$ cat src/rtl/sensores_pkg.sv
// Shared definitions for the two-beam vehicle sensor pair: command codes,
// generator state encoding and the per-command beam patterns.
package sensores_pkg;

    localparam logic [1:0] CMD_NOP   = 2'b00;
    localparam logic [1:0] CMD_ENTRY = 2'b01;
    localparam logic [1:0] CMD_EXIT  = 2'b10;
    localparam logic [1:0] CMD_BALK  = 2'b11;

    localparam logic [2:0] ST_IDLE = 3'd0;
    localparam logic [2:0] ST_PH1  = 3'd1;
    localparam logic [2:0] ST_PH2  = 3'd2;
    localparam logic [2:0] ST_PH3  = 3'd3;
    localparam logic [2:0] ST_GAP  = 3'd4;

    typedef enum logic [2:0] {
        IDLE = ST_IDLE,
        PH1  = ST_PH1,
        PH2  = ST_PH2,
        PH3  = ST_PH3,
        GAP  = ST_GAP
    } gen_state_t;

    // Beam patterns as {a,b}
    localparam logic [1:0] PAT_ENTRY_1 = 2'b10;
    localparam logic [1:0] PAT_ENTRY_2 = 2'b11;
    localparam logic [1:0] PAT_ENTRY_3 = 2'b01;
    localparam logic [1:0] PAT_EXIT_1  = 2'b01;
    localparam logic [1:0] PAT_EXIT_2  = 2'b11;
    localparam logic [1:0] PAT_EXIT_3  = 2'b10;
    localparam logic [1:0] PAT_BALK_1  = 2'b10;
    localparam logic [1:0] PAT_BALK_2  = 2'b11;
    localparam logic [1:0] PAT_BALK_3  = 2'b10;

    // {a,b} driven while in state s playing command c; IDLE and GAP are dark.
    function automatic logic [1:0] phase_pattern(input logic [1:0] c, input gen_state_t s);
        logic [1:0] p;
        p = 2'b00;
        case (s)
            PH1: case (c)
                CMD_ENTRY: p = PAT_ENTRY_1;
                CMD_EXIT:  p = PAT_EXIT_1;
                CMD_BALK:  p = PAT_BALK_1;
                default:   p = 2'b00;
            endcase
            PH2: case (c)
                CMD_ENTRY: p = PAT_ENTRY_2;
                CMD_EXIT:  p = PAT_EXIT_2;
                CMD_BALK:  p = PAT_BALK_2;
                default:   p = 2'b00;
            endcase
            PH3: case (c)
                CMD_ENTRY: p = PAT_ENTRY_3;
                CMD_EXIT:  p = PAT_EXIT_3;
                CMD_BALK:  p = PAT_BALK_3;
                default:   p = 2'b00;
            endcase
            default: p = 2'b00;
        endcase
        return p;
    endfunction

endpackage

$ cat src/rtl/sensores_gen_if.sv
// Command channel of the sensor stimulus generator.
interface sensores_gen_if #(
    parameter int DW = 16
) ();
    // A command transfers on a rising edge where cmd_valid && cmd_ready are both
    // high; cmd and dwell must be stable while cmd_valid is high, and cmd_ready
    // never depends combinationally on cmd_valid.
    logic          cmd_valid;
    logic [1:0]    cmd;
    logic [DW-1:0] dwell;
    logic          cmd_ready;

    modport master (
        output cmd_valid,
        output cmd,
        output dwell,
        input  cmd_ready
    );

    modport slave (
        input  cmd_valid,
        input  cmd,
        input  dwell,
        output cmd_ready
    );
endinterface

$ cat src/rtl/sensores_dwell_timer.sv
// Phase-length down-counter: loads a value, counts to zero and holds there.
module sensores_dwell_timer #(
    parameter int DW = 16
) (
    input  logic          clk,
    input  logic          reset,
    input  logic          load,
    input  logic [DW-1:0] load_val,
    output logic          zero
);
    logic [DW-1:0] cnt;

    always_ff @(posedge clk) begin
        if (reset) begin
            cnt <= '0;
        end else if (load) begin
            cnt <= load_val;
        end else if (cnt != '0) begin
            cnt <= cnt - 1'b1;
        end
    end

    assign zero = (cnt == '0);
endmodule

$ cat src/rtl/sensores_gen.sv
// Two-beam sensor stimulus generator: plays entry/exit/balk a/b waveforms with
// a programmable dwell per phase, for self-test and decoder loop-back.
module sensores_gen
    import sensores_pkg::*;
#(
    parameter int DW = 16
) (
    input  logic              clk,
    input  logic              reset,
    sensores_gen_if.slave     cmd_if,
    input  logic              abort,
    output logic              a,
    output logic              b,
    output logic              busy,
    output logic [1:0]        cur_cmd,
    output logic              done,
    output logic              aborted,
    output gen_state_t        state_dbg
);
    gen_state_t    state, state_n;
    logic [1:0]    cmd_n;
    logic [DW-1:0] dm1_q, dm1_n, in_dm1, load_val;
    logic          load, zero, accept;
    logic          done_n, aborted_n;
    logic [1:0]    ab_n;

    assign cmd_if.cmd_ready = (state == IDLE);
    assign state_dbg        = state;
    assign accept           = cmd_if.cmd_valid && cmd_if.cmd_ready && (cmd_if.cmd != CMD_NOP);
    // A dwell of 0 plays like 1; the counter holds D-1 so 0 means "last cycle".
    assign in_dm1           = (cmd_if.dwell == '0) ? '0 : cmd_if.dwell - 1'b1;

    sensores_dwell_timer #(.DW(DW)) u_timer (
        .clk      (clk),
        .reset    (reset),
        .load     (load),
        .load_val (load_val),
        .zero     (zero)
    );

    always_comb begin
        state_n   = state;
        cmd_n     = cur_cmd;
        dm1_n     = dm1_q;
        load      = 1'b0;
        load_val  = dm1_q;
        done_n    = 1'b0;
        aborted_n = 1'b0;
        case (state)
            IDLE: begin
                if (accept) begin
                    state_n  = PH1;
                    cmd_n    = cmd_if.cmd;
                    dm1_n    = in_dm1;
                    load     = 1'b1;
                    load_val = in_dm1;
                end
            end
            default: begin
                // Abort takes priority, including over completion in the last GAP cycle.
                if (abort) begin
                    state_n   = IDLE;
                    cmd_n     = CMD_NOP;
                    aborted_n = 1'b1;
                end else if (zero) begin
                    load = 1'b1;
                    case (state)
                        PH1:     state_n = PH2;
                        PH2:     state_n = PH3;
                        PH3:     state_n = GAP;
                        default: begin
                            state_n = IDLE;
                            cmd_n   = CMD_NOP;
                            done_n  = 1'b1;
                            load    = 1'b0;
                        end
                    endcase
                end
            end
        endcase
        ab_n = phase_pattern(cmd_n, state_n);
    end

    always_ff @(posedge clk) begin
        if (reset) begin
            state   <= IDLE;
            a       <= 1'b0;
            b       <= 1'b0;
            busy    <= 1'b0;
            cur_cmd <= CMD_NOP;
            done    <= 1'b0;
            aborted <= 1'b0;
            dm1_q   <= '0;
        end else begin
            state   <= state_n;
            a       <= ab_n[1];
            b       <= ab_n[0];
            busy    <= (state_n != IDLE);
            cur_cmd <= cmd_n;
            done    <= done_n;
            aborted <= aborted_n;
            dm1_q   <= dm1_n;
        end
    end
endmodule

$ cat src/flat_wrapper.sv
// flat-port wrapper written by rule: the top's interface ports become plain ports
module sensores_gen_flat import sensores_pkg::*;
#(
    parameter int DW = 16
)
  (clk, reset, abort, a, b, busy, cur_cmd, done, aborted, state_dbg, cmd_if_cmd_valid, cmd_if_cmd, cmd_if_dwell, cmd_if_cmd_ready);
  sensores_gen_if #(.DW(DW)) cmd_if_i ();
  input  logic clk;
  input  logic reset;
  input  logic abort;
  output logic a;
  output logic b;
  output logic busy;
  output logic [1:0] cur_cmd;
  output logic done;
  output logic aborted;
  output gen_state_t state_dbg;
  input wire logic [$bits(cmd_if_i.cmd_valid)-1:0] cmd_if_cmd_valid;
  input wire logic [$bits(cmd_if_i.cmd)-1:0] cmd_if_cmd;
  input wire logic [$bits(cmd_if_i.dwell)-1:0] cmd_if_dwell;
  output wire logic [$bits(cmd_if_i.cmd_ready)-1:0] cmd_if_cmd_ready;
  assign cmd_if_i.cmd_valid = cmd_if_cmd_valid;
  assign cmd_if_i.cmd = cmd_if_cmd;
  assign cmd_if_i.dwell = cmd_if_dwell;
  assign cmd_if_cmd_ready = cmd_if_i.cmd_ready;
  sensores_gen #(.DW(DW)) u_core (.clk(clk), .reset(reset), .cmd_if(cmd_if_i), .abort(abort), .a(a), .b(b), .busy(busy), .cur_cmd(cur_cmd), .done(done), .aborted(aborted), .state_dbg(state_dbg));
endmodule
$ cat config.mk
export PLATFORM = sky130hd
export DESIGN_NAME = sensores_gen_flat
export DESIGN_NICKNAME = d
export VERILOG_FILES = /design/src/rtl/sensores_pkg.sv /design/src/rtl/sensores_gen_if.sv /design/src/rtl/sensores_dwell_timer.sv /design/src/rtl/sensores_gen.sv /design/src/flat_wrapper.sv
export SDC_FILE = /design/constraint.sdc
export NUM_CORES = 1
export LEC_CHECK = 0
export ABC_CLOCK_PERIOD_IN_PS = 4600
export CAP_MARGIN = 15
export CORE_MARGIN = 10
export CORE_UTILIZATION = 70
export CTS_BUF_LIST = sky130_fd_sc_hd__clkbuf_4
export DETAILED_ROUTE_END_ITERATION = 7
export DONT_BUFFER_PORTS = 1
export PLACE_DENSITY = 0.95
export SYNTH_ARGS = -nofsm -noshare
export SYNTH_HDL_FRONTEND = slang
export SYNTH_SLANG_ARGS = --single-unit
export TNS_END_PERCENT = 10
$ cat constraint.sdc
create_clock -name clk -period 4.6 [get_ports clk]
set_input_delay 0.46 -clock clk [delete_from_list [all_inputs] [get_ports clk]]
set_output_delay 0.46 -clock clk [all_outputs]
set_load 0.1 [all_outputs]
==> flow_summary.ini <==
[status]
status = completed

[worst_setup_path]
worstSetupStartpointType = flop
crit_type = reg -> reg
critPathRequiredTime_ps = 4860
cp_slowest_cell = or3_1
crit_path_end_kind = flop
crit_chain = buf_4, or3_1, inv_2, o211ai_2, a31o_2, a21oi_1, a21oi_1, o32ai_1
critical_path_arrival_ps = 3430
cpLargestDelayFamily = compound AO/OA/AOI/OAI gates
cpMostUsedCell = a21oi_1
cp.buffers_inverters = 2
max_stage_delay_ps = 540
cp_max_fo = 24

[timing]
hold_viol = 0
maxSlewHeadroom = 0.3035
period_needed_ps = 3175
setup_tns_ps = 0
worstMarginPinSlew_ps = 1043
fin_skew_ps = 12.97
slew_viol_final = 0
max_freq_ghz = 0.3149
worst_slack_ps = 1425
rsz0062_at_grt = no
post-route-period-util = 0.6903
finalSetupViolations = 0

[placement]
place_congestion = 0.8359
pre_cts_ws_ps = 1363
hpwl_um = 3988
dp.cells = 305
portBuffers = 0

[power_and_ir_drop]
p_leak_nw = 0.8606
power-per-cell-area_mw_per_mm2 = 465.8
vdd_drop_max_uv = 230.3
finalPower_mw = 1.091

[die]
die_h_um = 76.83
pin_count = 33
die_x_um = 76.83
fp-row-count = 20
initial_core_util = 0.7346
die_area_mm2 = 0.005903
core_area_mm2 = 0.003078

[detailed_routing]
dr.pass1.iters = 4
drc = 0
wl_per_cell_um = 16.55
via_per_inst = 6.252
drt_iter0_drc = 204
routed_wl_um = 5181
num_vias = 1957
drtAntennaViolNets = 0

[cts]
clock_latency_ps = 350
cts-root-buf = clkbuf_4
path_clk_slew_ps = 110
cts_hold_buf = 0
postCtsSetupBuffers = 0
clock_path_buffers = 2
numCtsBuffers = 5
cts_resized = 0
cts_num_sinks = 42
cts_tree = built
cts_max_level = 2

[synth]
syn_inst = 270
ys_seq_area_frac = 0.3719
synth.distinct_cells = 54
synth_fp_nets = 296
syn-cell-area_mm2 = 0.002261
yosysWarnings = 0
synth.avg_cell_area_um2 = 8.374
synth_edf_count = 0
async_flop_share = 0
ys.flop_type = dfxtp_1
ys_seq_elements = 42

[global_routing]
grt-ovfl-total = 0
antenna_found_initial = 0
grt_pass1_wl_um = 8776
grt_usage = 0.1765
grt_max_degree = 38
grt_pass1_vias = 1877

[final_layout]
final_cells = 313
insertedDiodeCount = 0
drive_gt1_frac = 0.09294
final_nets = 295
final_core_util = 0.7606
area_growth_pct = 3.542

[run]
drv_cap = 0

[worst_hold_path]
hp-class = in -> reg
state kept, by name, summed over array words and instances, names as in the netlist:
register and flops:
u_core.a 1, u_core.aborted 1, u_core.b 1, u_core.busy 1
u_core.cur_cmd 2, u_core.dm1_q 16, u_core.done 1, u_core.state_dbg 3
u_core.u_timer.cnt 16
placed cells by master, fill, tap and decap left out, types with 2 or more instances in the layout:
cell type   n
o2bb2ai_1   2
buf_4       3
a21oi_1    20
a21o_1      4
nor3_1      9
nor2b_1     6
dfxtp_1    42
nor2_1     43
ha_1        4
o22ai_1     4
a31oi_1     3
a2bb2oi_1   3
nand2b_1    5
or4_1       2
o21ai_1     5
nand2_1    20
nor4_4      2
xnor2_1    12
inv_1       4
clkbuf_4    7
or3_1       4
nand4_1     2
xor2_1      8
mux2i_1     4
nor4_1      8
o21ai_0     9
or4b_1      2
a31o_2      3
a211oi_1    5
where the power goes:
part	switching (mW)	internal [mW]	total, mW	leakage, nW
Sequential	0.0892	0.417	0.506	0.345
Clock	0.111	0.0696	0.180	0.0322
Combinational	0.236	0.167	0.404	0.484
Total	0.436	0.654	1.09	0.861
final timing paths:
kind,startpoint,to,slack (ps),cells past startpoint
hold / removal,reset,u_core.state_dbg[0],170,1
setup / recovery,u_core.state_dbg[0],u_core.u_timer.cnt[4],1420,8
setup reg to reg,u_core.state_dbg[0],u_core.u_timer.cnt[4],1420,8
hold reg to reg,u_core.dm1_q[13],u_core.dm1_q[13],460,2
metrics by stage:
step | hold WS (ps) | area (µm²)
finish | 172.2 | 2341
CTS | 167.9 | 2336
global route | 157.6 | 2341
detailed placement | 444.1 | 2283
floorplan | 431.9 | 2261
global placement | 439.7 | 2283
kinds of logic after synthesis:
| family | synth area share |
|---|---|
| XOR/XNOR | 0.07748 |
| AO/OA/AOI/OAI | 0.1887 |
| multiplexers | 0.02269 |
| adder cells (fa/ha/maj) | 0.02214 |
| buffers and inverters | 0.03265 |
| AND/OR/NAND/NOR | 0.2844 |
| flip-flops | 0.3719 |
cell usage after synthesis (5+ instances only):
master / count / area, µm²
nor2_1: 43 / 161.4
dfxtp_1: 42 / 840.8
a21oi_1: 20 / 100.1
nand2_1: 20 / 75.07
xnor2_1: 12 / 105.1
nor3_1: 9 / 45.04
o21ai_0: 9 / 45.04
nor4_1: 8 / 50.05
xor2_1: 8 / 70.07
nor2b_1: 6 / 37.54
a211oi_1: 5 / 37.54
buf_2: 5 / 25.02
nand2b_1: 5 / 31.28
o21ai_1: 5 / 25.02
layer usage:
metal,up-vias,part of all wire,global-route usage,wire (µm)
li1,964,-,-,-
met1,901,0.43,0.2140,2245
met2,83,0.46,0.2825,2399
met3,9,0.087,0.05245,449
met4,0,0.017,0.07435,86
met5,-,0,0,0
worst register-to-register path, delay by kind of cell, from the launching register on:
| kind | cells | cell delay (ps) |
|---|---|---|
| buffers and inverters | 2 | 660 |
| AO/OA/AOI/OAI | 5 | 1570 |
| flip-flops | 1 | 310 |
| AND/OR/NAND/NOR | 1 | 540 |
layout make-up:
cell class	count	area, µm²
Fill cell	209	737.0
Timing Repair Buffer	4	27.53
Tap cell	44	55.05
Clock buffer	7	52.55
Sequential cell	42	840.8
Multi-Input combinational cell	211	1346
Inverter	5	18.77
Power figures use the tool's default switching activity.
